**src/rtl/dut_test_sequencer.sv**
```systemverilog
// Host-side test sequencer: takes one command word from the host, drives the
// DUT environment bus, waits for RDY_FLAG under a timeout, and returns one
// response word carrying captured data, a status code and the START-to-RDY latency.
module dut_test_sequencer #(
    parameter  int BITWIDTH_DATA   = 16,
    parameter  int BITWIDTH_ADR    = 6,
    parameter  int NUM_DUT         = 3,
    parameter  int NUM_BITS_HEADER = 32,
    parameter  int TIMEOUT_CYCLES  = 1024,
    localparam int SW              = $clog2(NUM_DUT) + 1,
    localparam int CW              = 2 + SW + BITWIDTH_ADR + BITWIDTH_DATA
) (
    input  logic                       CLK,
    input  logic                       RST,
    input  logic [CW-1:0]              CMD_IN,
    input  logic                       CMD_VALID,
    output logic                       CMD_READY,
    output logic [NUM_BITS_HEADER-1:0] RSP_DATA,
    output logic [1:0]                 RSP_STATUS,
    output logic [15:0]                RSP_CYCLES,
    output logic                       RSP_VALID,
    input  logic                       RSP_READY,
    output logic [SW-1:0]              SEL,
    output logic [BITWIDTH_ADR-1:0]    ADR,
    output logic                       RnW,
    output logic [BITWIDTH_DATA-1:0]   DATA_OUT_DUT,
    output logic                       START_FLAG,
    input  logic [BITWIDTH_DATA-1:0]   DATA_IN_DUT,
    input  logic [NUM_BITS_HEADER-1:0] HEAD_INFO,
    input  logic                       RDY_FLAG,
    output logic                       BUSY
);

    localparam int CNTW = $clog2(TIMEOUT_CYCLES);

    localparam logic [1:0] OP_HEAD  = 2'b00;
    localparam logic [1:0] OP_CALC  = 2'b01;
    localparam logic [1:0] OP_READ  = 2'b10;
    localparam logic [1:0] OP_WRITE = 2'b11;

    localparam logic [1:0] ST_OK      = 2'b00;
    localparam logic [1:0] ST_TIMEOUT = 2'b01;
    localparam logic [1:0] ST_BADSEL  = 2'b10;

    typedef enum logic [2:0] {
        S_IDLE, S_SETUP, S_START, S_WAIT, S_CAPTURE, S_RESPOND
    } state_t;

    state_t                     state_q, state_d;
    logic [1:0]                 op_q, op_d;
    logic [SW-1:0]              sel_q, sel_d;
    logic [BITWIDTH_ADR-1:0]    adr_q, adr_d;
    logic [BITWIDTH_DATA-1:0]   data_q, data_d;
    logic [CNTW-1:0]            cnt_q, cnt_d;
    logic [NUM_BITS_HEADER-1:0] rsp_data_q, rsp_data_d;
    logic [1:0]                 rsp_status_q, rsp_status_d;
    logic [15:0]                rsp_cycles_q, rsp_cycles_d;
    logic                       cmd_ready_q, cmd_ready_d;

    logic [1:0]                 cmd_op;
    logic [SW-1:0]              cmd_sel;
    logic [BITWIDTH_ADR-1:0]    cmd_adr;
    logic [BITWIDTH_DATA-1:0]   cmd_data;
    logic                       bus_active;

    assign cmd_op   = CMD_IN[CW-1 -: 2];
    assign cmd_sel  = CMD_IN[CW-3 -: SW];
    assign cmd_adr  = CMD_IN[BITWIDTH_DATA +: BITWIDTH_ADR];
    assign cmd_data = CMD_IN[BITWIDTH_DATA-1:0];

    // Latency counts wider than the response field clamp at all-ones.
    function automatic logic [15:0] sat16(input logic [31:0] v);
        return (v > 32'h0000_FFFF) ? 16'hFFFF : v[15:0];
    endfunction

    function automatic logic [NUM_BITS_HEADER-1:0] zext(input logic [BITWIDTH_DATA-1:0] v);
        return NUM_BITS_HEADER'(v);
    endfunction

    // State and datapath registers; reset aborts any transaction immediately.
    always_ff @(posedge CLK or posedge RST) begin
        if (RST) begin
            state_q      <= S_IDLE;
            op_q         <= '0;
            sel_q        <= '0;
            adr_q        <= '0;
            data_q       <= '0;
            cnt_q        <= '0;
            rsp_data_q   <= '0;
            rsp_status_q <= '0;
            rsp_cycles_q <= '0;
            cmd_ready_q  <= 1'b0;
        end else begin
            state_q      <= state_d;
            op_q         <= op_d;
            sel_q        <= sel_d;
            adr_q        <= adr_d;
            data_q       <= data_d;
            cnt_q        <= cnt_d;
            rsp_data_q   <= rsp_data_d;
            rsp_status_q <= rsp_status_d;
            rsp_cycles_q <= rsp_cycles_d;
            cmd_ready_q  <= cmd_ready_d;
        end
    end

    // Next-state logic: command latch, WAIT timeout, response capture.
    always_comb begin
        state_d      = state_q;
        op_d         = op_q;
        sel_d        = sel_q;
        adr_d        = adr_q;
        data_d       = data_q;
        cnt_d        = cnt_q;
        rsp_data_d   = rsp_data_q;
        rsp_status_d = rsp_status_q;
        rsp_cycles_d = rsp_cycles_q;

        case (state_q)
            S_IDLE: begin
                if (CMD_VALID && cmd_ready_q) begin
                    op_d         = cmd_op;
                    sel_d        = cmd_sel;
                    adr_d        = cmd_adr;
                    data_d       = cmd_data;
                    cnt_d        = '0;
                    rsp_data_d   = '0;
                    rsp_cycles_d = '0;
                    if ((cmd_sel == '0) || (int'(cmd_sel) > NUM_DUT)) begin
                        rsp_status_d = ST_BADSEL;
                        state_d      = S_RESPOND;
                    end else begin
                        rsp_status_d = ST_OK;
                        state_d      = S_SETUP;
                    end
                end
            end
            S_SETUP: state_d = (op_q == OP_HEAD) ? S_CAPTURE : S_START;
            S_START: begin
                cnt_d   = '0;
                state_d = S_WAIT;
            end
            S_WAIT: begin
                // A ready seen on the last allowed cycle still counts as success.
                if (RDY_FLAG) begin
                    rsp_cycles_d = sat16(32'(cnt_q) + 32'd1);
                    state_d      = S_CAPTURE;
                end else if (cnt_q == CNTW'(TIMEOUT_CYCLES - 1)) begin
                    rsp_status_d = ST_TIMEOUT;
                    rsp_data_d   = '0;
                    rsp_cycles_d = sat16(32'(TIMEOUT_CYCLES));
                    state_d      = S_RESPOND;
                end else begin
                    cnt_d = cnt_q + CNTW'(1);
                end
            end
            S_CAPTURE: begin
                case (op_q)
                    OP_HEAD: begin
                        rsp_data_d   = HEAD_INFO;
                        rsp_cycles_d = '0;
                    end
                    OP_CALC, OP_READ: rsp_data_d = zext(DATA_IN_DUT);
                    default:          rsp_data_d = zext(data_q);
                endcase
                rsp_status_d = ST_OK;
                state_d      = S_RESPOND;
            end
            S_RESPOND: begin
                if (RSP_READY) state_d = S_IDLE;
            end
            default: state_d = S_IDLE;
        endcase

        // Registered ready: rises the cycle after the response handshake.
        cmd_ready_d = (state_d == S_IDLE);
    end

    // The bus is driven only between SETUP and CAPTURE; otherwise parked at 0.
    assign bus_active   = (state_q == S_SETUP) || (state_q == S_START) ||
                          (state_q == S_WAIT)  || (state_q == S_CAPTURE);
    assign SEL          = bus_active ? sel_q  : '0;
    assign ADR          = bus_active ? adr_q  : '0;
    assign DATA_OUT_DUT = bus_active ? data_q : '0;
    assign RnW          = bus_active && ((op_q == OP_READ) || (op_q == OP_HEAD));
    assign START_FLAG   = (state_q == S_START);
    assign BUSY         = (state_q != S_IDLE);
    assign CMD_READY    = cmd_ready_q;
    assign RSP_VALID    = (state_q == S_RESPOND);
    assign RSP_DATA     = rsp_data_q;
    assign RSP_STATUS   = rsp_status_q;
    assign RSP_CYCLES   = rsp_cycles_q;

endmodule

```
**config.mk**
```make
export PLATFORM = sky130hd
export DESIGN_NAME = dut_test_sequencer
export DESIGN_NICKNAME = d
export VERILOG_FILES = /design/src/rtl/dut_test_sequencer.sv
export SDC_FILE = /design/constraint.sdc
export NUM_CORES = 1
export LEC_CHECK = 0
export BUFFER_PORTS_ARGS = -buffer_cell sky130_fd_sc_hd__clkbuf_2
export CAP_MARGIN = 20
export CELL_PAD_IN_SITES_DETAIL_PLACEMENT = 2
export CELL_PAD_IN_SITES_GLOBAL_PLACEMENT = 2
export CORE_UTILIZATION = 31
export CTS_BUF_LIST = sky130_fd_sc_hd__clkbuf_8
export DETAILED_ROUTE_END_ITERATION = 8
export MAX_ROUTING_LAYER = met4
export PLACE_DENSITY_LB_ADDON = 0.1
export SYNTH_ARGS = -nofsm -noshare
export SYNTH_HDL_FRONTEND = slang
export SYNTH_SLANG_ARGS = --single-unit
```
**constraint.sdc**
```tcl
create_clock -name CLK -period 3 [get_ports CLK]
set_input_delay 0.6 -clock CLK [delete_from_list [all_inputs] [get_ports CLK]]
set_output_delay 0.6 -clock CLK [all_outputs]
set_load 0.01 [all_outputs]
```
# Yosys cells after proc, flatten, opt, wreduce, memory -nomap -nowiden
# Index checks and enable logic that the tools add are counted.
# word_totals
ff_bits,91
input_bits,80
output_inout_bits,80
# op_classes
reduce_logical,19
addsub,2
order_cmp,2
n_eq_ne,14
n_mux,30
# ops
cell,count
$mux W16,6
$mux W32,3
$pmux W32 S3,1
$pmux W32 S2,1
$pmux W16 S3,1
$mux W10,3
$pmux W10 S3,1
$mux W3,7
$pmux W3 S6,1
$gt A11 B16 Y1 const B,1
$reduce_and A4 Y1,3
$add A10 B1 Y11 const B,1
$add A10 B1 Y10 const B,1
$eq A10 B10 Y1 const B,1
$ne A2 B2 Y1 const B,5
$logic_not A3 Y1,3
$reduce_bool A3 Y1,3
$mux W2,4
$eq A3 B2 Y1 const B,2
$eq A3 B3 Y1 const B,2
$mux W6,1
$pmux W2 S3,1
$logic_or A1 B1 Y1,5
$eq A3 B1 Y1 const B,1
8 further kinds,9

# Depth between registers and ports, before layout
# Gate-level depths: netlist of run 1.
# depth
ltp_word,6
ltp_mapped,7

# Worst setup path before layout of run 1
# No wires, ideal clock.
# synth_timing
path_type,register -> output
from,reg state_q[2]
to,out DATA_OUT_DUT[10]
n_path_buf,3
arrival_ns,1.444
stages_incl_launch_ff,6
path_slack_ns,0.956
path_cell_list,dfrtp_1 -> clkbuf_2 -> buf_1 -> xnor2_1 -> clkbuf_1 -> and2_1
# synth_between
elab_chain_cells,5
# synth_rtl
item,line_no,source
"start, declared",49,"state_t state_q, state_d;"
"start signal, assigned",94,state_q <= state_d;
$eq A3 B1 Y1 or $eq A3 B2 Y1 (tied branches),180,assign bus_active = (state_q == S_SETUP) || (state_q == S_START) ||
$logic_or A1 B1 Y1 (2 in series),180,
$logic_or A1 B1 Y1 *,181,(state_q == S_WAIT) || (state_q == S_CAPTURE);
$mux W16 *,184,assign DATA_OUT_DUT = bus_active ? data_q : '0;
"end, declared",26,"output logic [BITWIDTH_DATA-1:0] DATA_OUT_DUT,"
# Every way passes the cells marked *; elsewhere a longest branch is shown, timed or not.

# Worst setup path in the final report of run 1
# layout_timing
from,reg state_q[1]
to,out DATA_OUT_DUT[10]
# The elaborated chain is that of the path after synthesis.

==> impl_results.md, run 1 <==
- Wire per inst: roughly 19 µm
- # DRC: 0
- Fmax: approximately 0.37 GHz
- Crit-path max FO: 26
- DIE AREA: ~14000 µm²
- Period Utilization, post-route: between 80% and 90%
- Gr usage total: about 20%
- I/O Buffers: 154
- Layout cells sized above 1: ~41%
- Cts bufs inserted: 9
- R2R setup slack: 0.82 ns
- Vias: roughly 3500
- IO Count: between 150 and 200
- GP Congestion: about 0.76
- Cells after Synth: 370
- Max Clock Skew: 0.006933 ns
- Post-CTS Resized: 0
- ANT nets after route: 0
- Clock Latency Late Sink: 0.37 ns
- Syn_area_per_cell: between 10 and 15 µm²
- Worst Reg2Reg Path Length in Cells: 4
- # diodes: 0
- CTS H-tree lvls: 3
- TritonCTS clock tree: yes
- First-pass GRT wire length: between 20 and 25 mm
- Ys Warns: 0
- DIE HEIGHT: 118.4 µm
- Largest cells by area after synthesis: dfrtp_1, a22o_1, mux2_2, and2_1, a22oi_1
- Leak Pwr: roughly 0.0026 µW
- CTS clk-pin slew, worst paths: about 0.090 ns
- Post-CTS Hold Buffers: 0
- Router iterations before antenna repair: 4
- Routed wire length: roughly 13 mm
- Setup Viol. Count Final: 0
- WP data arrival: 2.09 ns
- CTS root buffer: clkbuf_8
- Largest net degree at the start of global routing: 36
- Total Nets Final: about 600
- WP data required: roughly 2.4 ns
- Worst-margin pin slew: approximately 0.98 ns
- DRT iter0 DRCs: 121
- Slew Viols, Final: 0
- Vias in the first global route: around 3800
- Overflow after GRT: 0
- Reg2reg end: RSP_DATA[5]
- Initial Utilization: a little under a third
- Pwr Density: a little over 1000 nW/µm²
- Worst Setup End Kind: output pin
- Vias per cell: between 5 and 6
- Post-synth top area cell: dfrtp_1
- Max clock buf depth: 2
- Hold Fails Final Rpt: 0
- Synth Cell Area: about 4200 µm²
- Die Wd: around 120 µm
- HPWL Detailed: between 9 and 10 mm
- Synthesized flop and latch total: 86
- Yosys cell types: 54
- Register area share after synthesis: 51.28%
- Total Power: 5388 µW
- Max rail drop VDD: about 0.39 mV
- Post-CTS setup repair buffer count: 0
- Area growth syn-to-layout: 25.43%
- Final setup margin: just over 0.3 ns
- Yosys top cell area share: 51.28%
- Max cap viols: 0
- Final setup TNS: 0 ns
- Unrepaired setup endpoints after global routing: false
- Reg2Reg Launch Point: cnt_q[0]
- Worst Hold Class: in -> async
- Minimum clock period: 2.692 ns
- Kind of critical path: reg -> out
- Initial antenna violation count: 0
- Worst Setup Start Kind: flop
- Status: finished, final reports clean
- Clk sinks: 86
- Relative slew margins: 34.72%
- Pre-CTS setup slack: approximately 0.7 ns
- Core Rows: between 40 and 50
- Core area: around 13000 µm²
[logic make-up (layout without fill, tap and decap cells)]
family | after synthesis | in the layout | share of synthesized area (%)
xor gates and xnor gates | 9 | 9 | 1.878
other | 1 | 5 | 0.08936
muxes | 25 | 25 | 6.708
and+or+nand+nor | 90 | 90 | 12.40
AOI/OAI and AO/OA | 112 | 112 | 20.30
buffers and inverters | 43 | 186 | 6.142
DFF | 86 | 86 | 51.28
adders and majority gates | 4 | 4 | 1.193
[flip-flops by register name, indices dropped and copies added, names as in the netlist]
| register | count |
|---|---|
| RSP_DATA | 32 |
| data_q | 16 |
| RSP_CYCLES | 11 |
| cnt_q | 10 |
| adr_q | 6 |
| sel_q | 3 |
| state_q | 3 |
| RSP_STATUS | 2 |
| op_q | 2 |
| CMD_READY | 1 |
[layout by cell type, fill, tap and decap left out, drive strengths merged, types with 2 or more instances in the layout]
cell type    n
and4         4
dfrtp       86
and3         3
nand3b       2
or3          2
o311ai       2
xnor2        4
o31ai        2
xor2         5
o21bai       4
nor2         5
o2bb2ai     12
buf          7
ha           4
nor3b        4
a32o         2
o21ai       23
clkbuf     163
inv         11
nand3        5
and2        26
a22oi       17
or4          3
nor3         2
nand4        2
a21oi        7
conb         5
a22o        34
bufinv       2
mux2        25
clkinv       2
nand2       28
[per-stage QoR]
| step | cell area [µm²] | hold WS [ns] | cells | utilization (%) |
|---|---|---|---|---|
| 2_1_floorplan | 4212 | 0.4720 | 374 | - |
| 3_3_place_gp | 5035 | 0.4721 | 677 | 38.02 |
| 3_5_place_dp | 5035 | 0.4766 | 677 | 38.02 |
| 4_1_cts | 5264 | 0.2783 | 693 | 39.75 |
| 5_1_grt | 5264 | 0.3135 | 693 | 39.75 |
| 6_report | 5264 | 0.2665 | 693 | 39.75 |
[worst max-delay path, cell delays in order, from the launching register on]
cell and delay [ns]:
dfrtp_1 0.56, nor2_1 0.36, xnor2_1 0.16, buf_4 0.27, and2_1 0.21, clkbuf_2 0.14
[how the worst max path moves through the flow]
stage                          start  depth (start not counted)                to  slack [ns]
after floorplan                  RST                          1         CMD_READY        0.18
after global routing      state_q[1]                          5  DATA_OUT_DUT[10]        0.16
after global placement    state_q[1]                          5  DATA_OUT_DUT[10]        0.72
final                     state_q[1]                          5  DATA_OUT_DUT[10]        0.31
after detailed placement  state_q[1]                          5  DATA_OUT_DUT[10]        0.71
after CTS                 state_q[1]                          5  DATA_OUT_DUT[10]        0.25
[synthesized netlist by cell type (all sizes together)]
cell,count
or4,3
or3,2
a22o,34
ha,4
a21oi,7
a21bo,1
nor3b,4
a21boi,1
dfrtp,86
nor4,1
clkbuf,12
nand2b,1
nand4,2
and2,26
o21a,1
a21o,1
nand2,28
mux2,25
inv,9
and3b,1
o2bb2ai,12
a22oi,17
o311ai,2
buf,22
o21bai,4
o31ai,2
a211o,1
nor3,2
a32o,2
nand4b,1
nor2,5
nand3,5
and4,4
xnor2,4
a311o,1
a31oi,1
and3,3
nand3b,2
o22ai,1
xor2,5
o221ai,1
conb,1
o21ai,23
[metal layers]
metal / GRT usage [%] / routed length, µm / up-vias
met3: 5.068 / 756 / 11
met2: 30.88 / 6025 / 98
met1: 24.83 / 5884 / 1753
met4: 6.571 / 161 / 0
met5: - / 0 / -
li1: - / - / 1625
[where the power goes]
group	leakage (µW)	internal [µW]	switching (µW)
Sequential	0.00112	1580	347
Combinational	0.00135	1110	1400
Clock	0.000112	482	473
[cell type report]
type,instances,area (µm²)
Clock inverter,7,105.1
Tap cell,176,220.2
Inverter,9,35.03
Clock buffer,9,123.9
Timing Repair Buffer,161,823.3
Multi-Input combinational cell,245,1804
Sequential cell,86,2152
Fill cell,1469,7979
Note: power is estimated with default switching activity, not from simulation.
==> run 2, diff against run 1 <==
--- a/config.mk
+++ b/config.mk
@@ -9,6 +9,7 @@
 export CAP_MARGIN = 20
 export CELL_PAD_IN_SITES_DETAIL_PLACEMENT = 2
 export CELL_PAD_IN_SITES_GLOBAL_PLACEMENT = 2
+export CORE_ASPECT_RATIO = 0.8
 export CORE_UTILIZATION = 31
 export CTS_BUF_LIST = sky130_fd_sc_hd__clkbuf_8
 export DETAILED_ROUTE_END_ITERATION = 8
==> impl_results.md, run 2 (same netlist as run 1, synthesis figures left out) <==
- Status: finished, final reports clean
- Post-CTS Hold Buffers: 0
- Worst Hold Class: in -> async
- Kind of critical path: reg -> out
- # diodes: 0
- IO Count: 160
- Cts bufs inserted: 9
- CTS clk-pin slew, worst paths: 0.10 ns
- Met3 Usage GRT: under 10%
- Routed wire length: approximately 13 mm
- Multi-input logic area: 1812 µm²
- GRT Max-Usage Layer: met2
- P_int: 3024 µW
- Gr usage total: 19.73%
- Router iterations before antenna repair: 4
- TritonCTS clock tree: yes
- Combinational Power Share: 48.6%
- Clk sinks: between 80 and 90
- DIE HEIGHT: between 100 and 150 µm
- Core area: ~13000 µm²
- Fillers: about 1400
- Total Nets Final: ~600
- Slew Viols, Final: 0
- DRT iter0 DRCs: approximately 120
- Final hold slack: roughly 0.25 ns
- Unrepaired setup endpoints after global routing: false
- Initial antenna violation count: 0
- ANT nets after route: 0
- Hold Fails Final Rpt: 0
- Pwr Density: between 900 and 1000 nW/µm²
- Relative slew margins: 31.44%
- Fmax: between 0.3 and 0.4 GHz
- M1 GR Usage: 26.23%
- Post-CTS Resized: 0
- Final setup margin: between 0.2 and 0.3 ns
- Max clock buf depth: 2
- Clock Latency Late Sink: 0.38 ns
- Wire per inst: 18.26 µm
- HPWL Detailed: about 9.3 mm
- Final Instance Count excl. Fillers: ~700
- Final setup TNS: 0 ns
- Reg2reg end: RSP_DATA[23]
- I/O Buffers: ~150
- # DRC: 0
- WP data arrival: about 2.1 ns
- Largest net degree at the start of global routing: 52
- Worst Setup End Kind: output pin
- Setup Viol. Count Final: 0
- Critical Path Source: state_q[1]
- Max Clock Skew: around 0.013 ns
- Worst Setup Start Kind: flop
- Overflow after GRT: 0
- R2R setup slack: roughly 0.75 ns
- Vias in the first global route: 3713
- Max reg flops: 32
- Clk network pwr share: between 10% and 20%
- Vias: roughly 3500
- Layout cells sized above 1: around two fifths
- Die Wd: approximately 130 µm
- GP Congestion: 0.7540
- WP data required: about 2.4 ns
- Area growth syn-to-layout: 24.63%
- Leak Pwr: roughly 0.0026 µW
- Crit path capture: DATA_OUT_DUT[4]
- Pre-CTS setup slack: just under 0.7 ns
- Max rail drop VDD: 0.4181 mV
- Post-CTS setup repair buffer count: 0
- Core Rows: 37
- Worst Reg2Reg Path Length in Cells: 4
- Commonest non-fill, non-tap cell in the layout: clkbuf_2
- Worst-margin pin slew: between 1 and 1.5 ns
- Sequential cell area: 2152 µm²
- Placed cell count: 675
- Minimum clock period: 2.700 ns
- Initial Utilization: between 30 and 40%
- DIE AREA: roughly 14000 µm²
- Period Utilization, post-route: about 90%
- Fraction of power consumed by sequential logic: between 30% and 40%
- First-pass GRT wire length: approximately 21 mm
- Sw Ratio: 42.06%
- Fin util: approximately 40%
- Crit-path max FO: 26
- CTS H-tree lvls: 3
- Max cap viols: 0
- Reg2Reg Launch Point: state_q[2]
- Switching pwr: 2195 µW
- CTS root buffer: clkbuf_8
- Vias per cell: between 5 and 6
- Grt met2 use: around 30%
- Commonest non-fill, non-tap cells in the layout: clkbuf_2, dfrtp_1, a22o_1, nand2_1, and2_1
-- run 2: changes by cell type in the layout (fill, tap and decap cells not counted) --
cell        delta
clkinv_4       -1
inv_8          -1
clkbuf_8       +1
xnor2_1        -1
xnor2_2        +1
buf_12         +1
inv_6          -1
buf_4          -2
bufinv_16      -2
clkinvlp_4     +4
-- run 2: layer usage --
| layer | wire length [µm] | vias to the layer above |
|---|---|---|
| met3 | 590 | 13 |
| li1 | - | 1622 |
| met4 | 169 | 0 |
| met2 | 5689 | 101 |
| met1 | 6166 | 1757 |
| met5 | 0 | - |
-- run 2: worst min path at each step --
stage          cells after the start  slack, ns            end
2_1_floorplan                      1       0.47       adr_q[0]
3_3_place_gp                       1       0.47  RSP_CYCLES[4]
3_5_place_dp                       1       0.47  RSP_CYCLES[9]
4_1_cts                            2       0.28       sel_q[1]
5_1_grt                            2       0.29       sel_q[1]
6_report                           2       0.25       sel_q[1]
-- run 2: worst max-delay path, stage by stage (launching register included) --
cell	delay (ns)
dfrtp_1	0.55
nor2_1	0.40
xnor2_2	0.15
buf_4	0.29
and2_1	0.20
clkbuf_2	0.14
-- run 2: area by class of cell --
cell class,count,area share (%)
sequential,86,41.15
multi-input combinational,245,34.64
timing repair buffer,160,15.84
tap,175,4.187
clock buffer,10,2.632
clock inverter,6,0.8852
inverter,9,0.6699
-- run 2: metrics by stage --
stage	total power (µW)	cell area, µm²
global placement	4446	5046
CTS	5330	5230
global route	5624	5230
detailed placement	4513	5046
finish	5220	5230
floorplan	3518	4212
-- run 2: power by group through the flow --
stage	clock network, µW	logic, µW	registers [µW]
6_report	779	2540	1900
5_1_grt	857	2800	1970
4_1_cts	823	2600	1910
3_5_place_dp	0	2580	1930
3_3_place_gp	0	2540	1910
2_1_floorplan	0	1620	1900
